[config.mk]
export PLATFORM = sky130hd
export DESIGN_NAME = mandel_job_scheduler
export DESIGN_NICKNAME = d
export VERILOG_FILES = /design/src/rtl/mandel_job_scheduler.sv
export SDC_FILE = /design/constraint.sdc
export NUM_CORES = 1
export LEC_CHECK = 0
export CORE_MARGIN = 1
export CORE_UTILIZATION = 36
export CTS_CLUSTER_SIZE = 28
export DETAILED_ROUTE_END_ITERATION = 10
export PLACE_DENSITY_LB_ADDON = 0.25
export SLEW_MARGIN = 20
export SYNTH_ARGS = -nofsm -noshare
export SYNTH_HDL_FRONTEND = slang
export SYNTH_SLANG_ARGS = --single-unit
[constraint.sdc]
create_clock -name clk -period 6.25 [get_ports clk]
set_input_delay 0.625 -clock clk [delete_from_list [all_inputs] [get_ports clk]]
set_output_delay 0.625 -clock clk [all_outputs]
set_load 0.05 [all_outputs]
[src/rtl/mandel_job_scheduler.sv]
// Frame scheduler: raster-order job dispatch to NCORES iteration cores,
// round-robin result collection and count-to-colour mapping onto one plot port.
module mandel_job_scheduler #(
  parameter int NCORES  = 2,
  parameter int WIDTH   = 160,
  parameter int HEIGHT  = 120,
  parameter int XW      = 8,
  parameter int YW      = 7,
  parameter int NW      = 8,
  parameter int MAXITER = 255
) (
  input  logic                 clk,
  input  logic                 rst,
  input  logic                 start,
  input  logic [NCORES-1:0]    core_ready,
  output logic [NCORES-1:0]    job_valid,
  output logic [XW-1:0]        job_x,
  output logic [YW-1:0]        job_y,
  input  logic [NCORES-1:0]    res_valid,
  input  logic [NCORES*NW-1:0] res_n,
  input  logic [NCORES*XW-1:0] res_x,
  input  logic [NCORES*YW-1:0] res_y,
  output logic [NCORES-1:0]    res_ack,
  output logic                 plot,
  output logic [XW-1:0]        x,
  output logic [YW-1:0]        y,
  output logic [2:0]           colour,
  output logic                 busy,
  output logic                 done
);

  localparam int OW = $clog2(NCORES + 1);
  localparam int GW = (NCORES > 1) ? $clog2(NCORES) : 1;

  typedef enum logic [1:0] {IDLE, RUN, DRAIN, DONE} state_t;

  state_t          state, state_nx;
  logic [OW-1:0]   outstanding;
  logic [GW-1:0]   last_grant, grant_idx;
  logic            dispatch, grant, last_pixel;
  logic            jv_found, rr_found;
  int unsigned     rr_idx;
  logic [NW-1:0]   g_n;
  logic [XW-1:0]   g_x;
  logic [YW-1:0]   g_y;
  logic [2:0]      g_colour;

  always_comb begin
    job_valid = '0;
    jv_found  = 1'b0;
    if (state == RUN) begin
      for (int unsigned k = 0; k < NCORES; k++) begin
        if (core_ready[k] && !jv_found) begin
          job_valid[k] = 1'b1;
          jv_found     = 1'b1;
        end
      end
    end
  end

  assign dispatch   = |job_valid;
  assign last_pixel = (job_x == XW'(WIDTH - 1)) && (job_y == YW'(HEIGHT - 1));

  // Round-robin search begins one past the previous winner.
  always_comb begin
    res_ack   = '0;
    rr_found  = 1'b0;
    rr_idx    = 0;
    grant_idx = last_grant;
    if (state == RUN || state == DRAIN) begin
      for (int unsigned i = 1; i <= NCORES; i++) begin
        rr_idx = (32'(last_grant) + i) % NCORES;
        if (res_valid[rr_idx] && !rr_found) begin
          res_ack[rr_idx] = 1'b1;
          grant_idx       = GW'(rr_idx);
          rr_found        = 1'b1;
        end
      end
    end
  end

  assign grant = rr_found;

  always_comb begin
    g_n = res_n[int'(grant_idx)*NW +: NW];
    g_x = res_x[int'(grant_idx)*XW +: XW];
    g_y = res_y[int'(grant_idx)*YW +: YW];
    if (g_n == NW'(MAXITER))
      g_colour = 3'b000;
    else if (g_n[2:0] == 3'b000)
      g_colour = 3'b111;
    else
      g_colour = g_n[2:0];
  end

  // DRAIN exits on the edge where the final plot pulse leaves the register,
  // so done rises in the cycle right after that pulse.
  always_comb begin
    state_nx = state;
    unique case (state)
      IDLE:    if (start) state_nx = RUN;
      RUN:     if (dispatch && last_pixel) state_nx = DRAIN;
      DRAIN:   if (outstanding == '0 && !grant) state_nx = DONE;
      DONE:    if (!start) state_nx = IDLE;
      default: state_nx = IDLE;
    endcase
  end

  always_ff @(posedge clk) begin
    if (!rst) begin
      state       <= IDLE;
      outstanding <= '0;
      last_grant  <= GW'(NCORES - 1);
      job_x       <= '0;
      job_y       <= '0;
      plot        <= 1'b0;
      x           <= '0;
      y           <= '0;
      colour      <= '0;
    end else begin
      state <= state_nx;

      if (dispatch && !grant)
        outstanding <= outstanding + OW'(1);
      else if (!dispatch && grant)
        outstanding <= outstanding - OW'(1);

      if (state == IDLE && start) begin
        job_x <= '0;
        job_y <= '0;
      end else if (dispatch) begin
        if (job_x == XW'(WIDTH - 1)) begin
          job_x <= '0;
          job_y <= last_pixel ? '0 : job_y + YW'(1);
        end else begin
          job_x <= job_x + XW'(1);
        end
      end

      if (grant) last_grant <= grant_idx;

      plot <= grant;
      if (grant) begin
        x      <= g_x;
        y      <= g_y;
        colour <= g_colour;
      end
    end
  end

  assign busy = (state == RUN) || (state == DRAIN);
  assign done = (state == DONE);

endmodule
Word-level counts from Yosys, hierarchy flattened
Index checks and enable logic that the tools add are counted.
W data, S select, Z words.
- div/mod/pow operators: 0
- shifts and indexed selects: 3
- reduce and logical (&&, ||, !) cells: 23
- add/subtract/negate cells: 6
- equal/unequal tests: 10
- bitwise logic cells: 2
- multipliers: 1
- muxes and demuxes: 34
- magnitude comparators: 4
- operators by type and width (operator ; number):
    $shiftx A16 B5 Y8 ; 2
    $mux W2 ; 11
    $eq A8 B8 Y1 const B ; 2
    $mux W1 ; 16
    $shiftx A14 B5 Y7 ; 1
    $logic_and A1 B1 Y1 ; 10
    $add A8 B1 Y8 const B ; 1
    $mux W8 ; 1
    $ne A2 B2 Y1 const B ; 4
    $pmux W2 S4 ; 1
    $add A7 B1 Y7 const B ; 1
    $eq A7 B7 Y1 const B ; 1
    $mux W7 ; 1
    $mux W3 ; 2
    $eq A2 B2 Y1 const B ; 2
    $logic_not A1 Y1 ; 4
    $logic_not A2 Y1 ; 2
    $lt A1 B2 Y1 const B ; 2
    $mul A1 B3 Y4 const B ; 1
    $reduce_and A4 Y1 ; 1
    $reduce_or A2 Y1 ; 2
    $logic_not A3 Y1 ; 1
    $add A1 B1 Y1 const B ; 2
    $add A2 B1 Y2 const B ; 1
    other kinds (9) ; 11
- memories: 0
- latch bits: 0
- word-level logic and storage cells: 92
- output and inout port bits: 40
- RAM bits: 0
- bits in read-only memories: 0
- bits in registers: 39

Longest topological paths before layout
Gate-level depths: netlist of run 1.
- depth after elaboration: 13
- depth in mapped cells: 10

Worst setup path before layout of run 1
OpenSTA, ideal clock, no wires.
- kind: register -> output
- from: register state[0]
- to: output res_ack[0]
- setup slack: 3.531 ns
- stages on the path, launching flop included: 5
- arrival: 2.094 ns
- path through: dfxtp_1 > inv_1 > ha_1 > nand2_1 > a21oi_1
- cells in the longest elaborated chain, start to end: 3
- elaborated cells between the ends (all ways): 4
- those cells by class: eq/ne (2); mux (1); reduce/logical (1)
- ends and longest elaborated chain (element ; line ; source):
    from (decl) ; 37 ; state_t state, state_nx;
    from (signal assigned) ; 121 ; state <= state_nx;
    $eq A2 B1 Y1 / $eq A2 B2 Y1 (equally long branches) ; n/a ;
    $logic_or A1 B1 Y1 * ; n/a ;
    via busy ; 28 ; output logic busy,
    $mux W2 * ; 70 ; if (state == RUN || state == DRAIN) begin
    to (decl) ; 23 ; output logic [NCORES-1:0] res_ack,
Mark *: on every way through the listed nets, which the timed path passes. The rest lies on a longest branch.

Final worst setup path of run 1
- from: register state[0]
- to: output res_ack[0]
- cells in the longest elaborated chain, start to end: 3
- elaborated cells between the ends (all ways): 4
- those cells by class: eq/ne (2); mux (1); reduce/logical (1)
- ends and longest elaborated chain (element ; line):
    $eq A2 B1 Y1 / $eq A2 B2 Y1 (equally long branches) ; 70
    $logic_or A1 B1 Y1 * ; 70
    $mux W2 * ; 70
Mark *: on every way between the ends. The rest lies on a longest branch, timed or not.

==> results by group, run 1 <==
GRT
  • Vias in the first global route: 1,757
  • Wire length of the first global-routing pass: 7690 um
  • GRT Residual Overflow: 0
  • Largest net degree at the start of global routing: 36
  • Tot GR Track Use: 0.157
  • Initial antenna violation count: 0

Yosys
  • Main synth FF type: dfxtp_1
  • Synthesized area: 0.00209 mm^2
  • Syn Area/Cell: 9.09 um^2
  • Cells after synthesis: 230
  • Mapped Nets: 292
  • Post-synth EDFFs: 0
  • Post-synthesis register bit count: 39
  • Synth warn: 0
  • Yosys cell types: 46
  • Post-synthesis sequential area ratio: 0.373
  • Fraction of registers with async set/reset: 0

Worst hold path
  • Worst Hold End: colour[0]
  • Hold Crit Class: reg -> reg
  • Min-delay src: colour[0]
  • WHS Path Cells: 2

Setup path
  • R2R Path End: outstanding[1]
  • Cell Chain, Critical Path: inv_1, ha_1, nand2_1, a21oi_1, clkdlybuf4s50_1
  • Crit path max-delay cell type: clkdlybuf4s50_1
  • Reg2reg start: state[0]
  • WS Path Type: reg -> out
  • Kind of cell adding the most delay to the critical path: buffers and inverters
  • Worst Reg-to-Reg Cells: 7
  • Slowest stage delay, CP: 0.81 ns
  • WP data arrival: 2.32 ns
  • Crit path required time: 5.62 ns
  • R2r setup slk: 3.64 ns
  • CP Capture Type: primary output
  • Total buffers and inverters traversed by the critical path: 2
  • Critical Path Fanout Max: 8
  • CP Launch Type: flop

Pwr
  • Sequential share of power: 0.272
  • Leakage: 1.32 nW
  • Final Total Pwr: 0.00136 W
  • Comb pwr share: 0.591
  • VDD IR max: 0.000282 V
  • Pwr Density: 433 mW/mm^2
  • Switching Share: 0.466
  • Internal Power: 0.000727 W
  • Switching pwr: 0.000635 W
  • Clock Power Share: 0.137

STA
  • Final setup fails: 0
  • Unrepaired setup endpoints after global routing: false
  • Setup TNS: 0 ns
  • Worst-margin pin slew: 0.879 ns
  • Max_slew headroom: 0.412
  • Tcrit/Tclk final: 0.471
  • Fin. Hold Viols: 0
  • Peak Freq: 0.340 GHz
  • Pins Over Slew Limit: 0
  • Layout Skew: 0.00593 ns
  • Fin crit period: 2.94 ns

Clock network
  • CTS tree: done
  • Setup bufs post-CTS: 0
  • Worst-path clk slew: 0.08 ns
  • Deepest clock path buffer count: 2
  • CTS Buf Count: 5
  • Hold_buf cts: 0
  • Root Driver: clkbuf_8
  • CTS resizes: 0
  • Clk_lat worst skew: 0.29 ns
  • # H-tree levels: 2
  • Clock sink count: 39

Cells and area
  • Antenna Cells: 0
  • Multi-input logic area: 0.00121 mm^2
  • Fillers: 541
  • Final #Nets: 380
  • Synthesis-to-layout area growth: 50.4%
  • FF+latch area: 781 um^2
  • Share of post-route cells with drive strength above 1: 0.0533

Placed design
  • Final RePlAce weighted congestion: 0.772
  • # port buffers: 92
  • HPWL Detailed: 3660 um

Die
  • Die height: 78.2 um
  • Die area: 0.00612 mm^2
  • Core Rows: 27
  • Core Box Area: 0.00554 mm^2
  • Top-Level Pins: 93
  • Die width: 78.2 um
  • Starting Density: 0.377

Route
  • Detailed Route Iter0 Violations: 60
  • DR pass1 iterations: 4
  • Vias after detailed routing: 1,966
  • DRC viols: 0
  • Routed Antenna Nets: 0
  • Vias per std cell: 5.03
  • DRT Wirelength: 4760 um
  • Routed len/inst: 12.2 um

Job
  • # Max-Cap Violations: 0

Outcome
  • Status: complete, no violations
[metrics by stage]
step,area [um^2],instances,setup WS (ns),hold WS [ns],util
after floorplan,2090,230,3.53,0.464,-
after global placement,3040,383,3.10,0.474,0.549
after detailed placement,3040,383,3.03,0.471,0.549
after CTS,3140,391,3.26,0.493,0.567
after global routing,3140,391,3.20,0.519,0.568
final,3140,391,3.31,0.488,0.568
[power by group through the flow]
stage	registers [W]	logic (W)	clock network, W
CTS	0.000371	0.000811	0.000193
global placement	0.000371	0.000802	0
finish	0.000371	0.000805	0.000186
detailed placement	0.000373	0.000807	0
floorplan	0.000581	0.000377	0
global route	0.000379	0.000857	0.000200
[worst register-to-register path: cells and delay by family (launching register included)]
kind                       cells  cell delay (ns)
and+or+nand+nor                1             0.35
DFF                            1             0.39
buffers and inverters          2             0.28
adders and majority gates      2             0.79
AOI/OAI and AO/OA              2             0.73
[cells in the mapped netlist (2+ instances only)]
library cell	n	area share
buf_2	2	0.0048
inv_1	9	0.016
and2_1	2	0.0060
o21ai_0	7	0.017
dfxtp_1	39	0.37
o41ai_1	2	0.0084
nand2_1	28	0.050
or2_2	2	0.0060
o311a_1	2	0.0096
nand3_1	10	0.024
xnor2_1	2	0.0084
xor2_1	6	0.025
and3b_1	2	0.0084
buf_6	2	0.011
or3_1	3	0.0090
clkbuf_1	5	0.0090
buf_1	2	0.0036
o211a_1	15	0.072
a21oi_1	11	0.026
o31ai_1	2	0.0072
nor2_1	18	0.032
mux2i_1	19	0.091
ha_1	9	0.054
nand4_1	6	0.018
a211oi_1	4	0.014
[kinds of logic (layout without fill, tap and decap cells)]
family                   count (synthesis)  in the layout  synth area share
XOR/XNOR                                 8              8            0.0335
AND/OR/NAND/NOR                         79             79             0.190
flip-flops                              39             39             0.373
adder cells (fa/ha/maj)                  9              9            0.0539
buffers and inverters                   22            111            0.0497
AO/OA/AOI/OAI                           53             53             0.203
multiplexers                            20             20            0.0963
[state kept, by name, summed over array words and instances (netlist names)]
name / cells
last_grant: 1
state: 2
job_y: 7
colour: 3
job_x: 8
y: 7
outstanding: 2
plot: 1
x: 8
[routing by layer]
metal,share of wire,vias up,GRT usage,wire length [um]
li1,-,1005,-,-
met1,0.45,890,0.190,2130
met2,0.45,62,0.254,2160
met3,0.082,9,0.0593,389
met4,0.017,0,0.0574,80
met5,0,-,0,0
[placed cells by master (no fill, tap or decap), drive strengths merged, types with 2 or more instances in the layout]
master and instances:
a211oi 4, dfxtp 39, clkbuf 8, o2111ai 2, o211a 15, a21oi 12, o311a 2, nor2 18
nand4 7, o41ai 2, o31ai 2, or2 2, nand3 10, xnor2 2, o21ai 7, and3b 2
and2 3, inv 10, nand2 28, clkdlybuf4s50 92, or3 3, xor2 6, ha 9, mux2i 19
[how the worst max path moves through the flow]
stage	start	to	slack, ns	cells past startpoint
6_report	state[0]	res_ack[0]	3.31	5
4_1_cts	state[0]	outstanding[1]	3.26	7
3_5_place_dp	res_valid[1]	outstanding[1]	3.03	6
2_1_floorplan	state[0]	res_ack[0]	3.53	4
5_1_grt	state[0]	res_ack[0]	3.20	5
3_3_place_gp	res_valid[1]	outstanding[1]	3.10	6
[cell type report]
type                    count  area share
inverters                  10      0.0119
repair buffers             93       0.295
clock buffers               8      0.0318
multi-input cells         169       0.384
well taps                  72      0.0287
flip-flops and latches     39       0.248
No activity file was read; power rests on OpenSTA's default activity.
==> run 2: changes to the inputs <==
Clock period 6.25 ns to 3 ns, I/O delays scaled along.
==> run 2 against run 1 <==
Against the previous run:
- flip-flop and latch count unchanged
- critical endpoint unchanged
- combinational power grew 110%
- via count shrank 0.56%
==> results by group, run 2 (synthesized netlist as in run 1, its figures left out) <==
Worst hold path
  • Min-delay src: colour[2]
  • Hold Crit Class: reg -> reg

GRT
  • GRT Residual Overflow: 0
  • Tot GR Track Use: 0.165
  • Wire length of the first global-routing pass: 8220 um
  • Vias in the first global route: 1,891
  • Largest net degree at the start of global routing: 35
  • Initial antenna violation count: 0

Die
  • Die width: 78.2 um
  • Top-Level Pins: 93
  • Core Rows: 27
  • Die height: 78.2 um
  • Die area: 0.00612 mm^2
  • Starting Density: 0.377
  • Core Box Area: 0.00554 mm^2

Setup path
  • WP data arrival: 2.30 ns
  • R2r setup slk: 0.68 ns
  • WS Path Type: reg -> out
  • Crit path required time: 2.70 ns
  • Worst Reg-to-Reg Cells: 7
  • CP Launch Point: state[0]
  • Critical Path End: res_ack[0]
  • CP Launch Type: flop
  • R2R Path End: colour[2]
  • Slowest stage delay, CP: 0.81 ns
  • CP Capture Type: primary output
  • Crit path max-delay cell type: clkdlybuf4s50_1
  • Reg2reg start: state[0]
  • Cell Chain, Critical Path: inv_1, ha_1, nand2_1, a21oi_1, clkdlybuf4s50_1
  • Critical Path Fanout Max: 8

Cells and area
  • Largest registers: job_x (8), x (8)
  • Finished Layout Cells: 393
  • Most common cell after layout, fill and taps aside: clkdlybuf4s50_1
  • Antenna Cells: 0
  • Synthesis-to-layout area growth: 51.9%
  • Final #Nets: 382
  • Share of post-route cells with drive strength above 1: 0.0592
  • Commonest non-fill, non-tap cells in the layout: clkdlybuf4s50_1, dfxtp_1, nand2_1, mux2i_1, nor2_1
  • Fillers: 529

Clock network
  • CTS tree: done
  • Worst-path clk slew: 0.08 ns
  • Root Driver: clkbuf_8
  • # H-tree levels: 2
  • Hold_buf cts: 0
  • Setup bufs post-CTS: 0
  • Clk_lat worst skew: 0.28 ns
  • Clock sink count: 39
  • CTS resizes: 0
  • Deepest clock path buffer count: 2
  • CTS Buf Count: 5

Route
  • Routed len/inst: 12.3 um
  • DR pass1 iterations: 4
  • DRT Wirelength: 4830 um
  • Vias per std cell: 4.97
  • Routed Antenna Nets: 0
  • Vias after detailed routing: 1,955
  • DRC viols: 0
  • Detailed Route Iter0 Violations: 74

Placed design
  • HPWL Detailed: 3770 um
  • # port buffers: 92
  • Final RePlAce weighted congestion: 0.731
  • Placed Cells: 385

Job
  • # Max-Cap Violations: 0

STA
  • Peak Freq: 0.385 GHz
  • Worst-margin pin slew: 0.529 ns
  • Setup TNS: 0 ns
  • Final setup fails: 0
  • Pins Over Slew Limit: 0
  • Layout Skew: 0.00602 ns
  • Fin crit period: 2.60 ns
  • Fin. Hold Viols: 0
  • Unrepaired setup endpoints after global routing: false
  • Tcrit/Tclk final: 0.867
  • Max_slew headroom: 0.646

Outcome
  • Status: complete, no violations

Pwr
  • Leakage: 1.34 nW
  • Pwr Density: 912 mW/mm^2
  • VDD IR max: 0.000535 V
  • Final Total Pwr: 0.00289 W
## run 2: area by class of cell
class | count | area, um^2 | area share
multi-input combinational | 169 | 1210 | 0.380
timing repair buffer | 95 | 943 | 0.297
clock inverter | 2 | 35.0 | 0.0110
inverter | 10 | 37.5 | 0.0118
tap | 72 | 90.1 | 0.0284
sequential | 39 | 781 | 0.246
clock buffer | 6 | 82.6 | 0.0260
## run 2: through the flow
stage | setup slack, ns | util | cell area, um^2 | hold WS (ns)
final | 0.399 | 0.573 | 3180 | 0.479
after global routing | 0.223 | 0.573 | 3180 | 0.519
after CTS | 0.384 | 0.573 | 3180 | 0.490
after detailed placement | 0.635 | 0.552 | 3060 | 0.477
after global placement | 0.700 | 0.552 | 3060 | 0.470
after floorplan | 0.495 | - | 2090 | 0.464
## run 2: report_power, final
| part | switching (W) | internal (W) | leakage (nW) | total (W) |
|---|---|---|---|---|
| sequential | 0.0000892 | 0.000672 | 0.318 | 0.000761 |
| combinational | 0.00105 | 0.000639 | 0.963 | 0.00168 |
| clock | 0.000180 | 0.000269 | 0.0612 | 0.000449 |
## run 2: layer usage
layer,vias up,part of all wire,track usage
li1,1013,-,-
met2,54,0.48,0.279
met3,4,0.078,0.0616
met4,0,0.0085,0.0500
met5,-,0,0
met1,884,0.44,0.193
## run 2: worst min-delay path by stage
stage,to,cells past startpoint,slack [ns]
finish,colour[2],2,0.48
CTS,colour[2],2,0.49
detailed placement,colour[2],2,0.48
global placement,colour[2],2,0.47
floorplan,outstanding[1],2,0.46
global route,colour[2],2,0.52
## run 2: critical path, delay by kind of cell (launching register included)
| family | cells | cell delay [ns] |
|---|---|---|
| fa+ha+maj | 1 | 0.42 |
| flops | 1 | 0.38 |
| buf+inv | 2 | 0.92 |
| compound gates | 1 | 0.14 |
| simple gates | 1 | 0.15 |
==> run 3: changes to the inputs <==
Settings changed: SLEW_MARGIN 20 to unset.
==> results of run 3 <==
Final layout, timing and power as in run 2 (identical DEF).
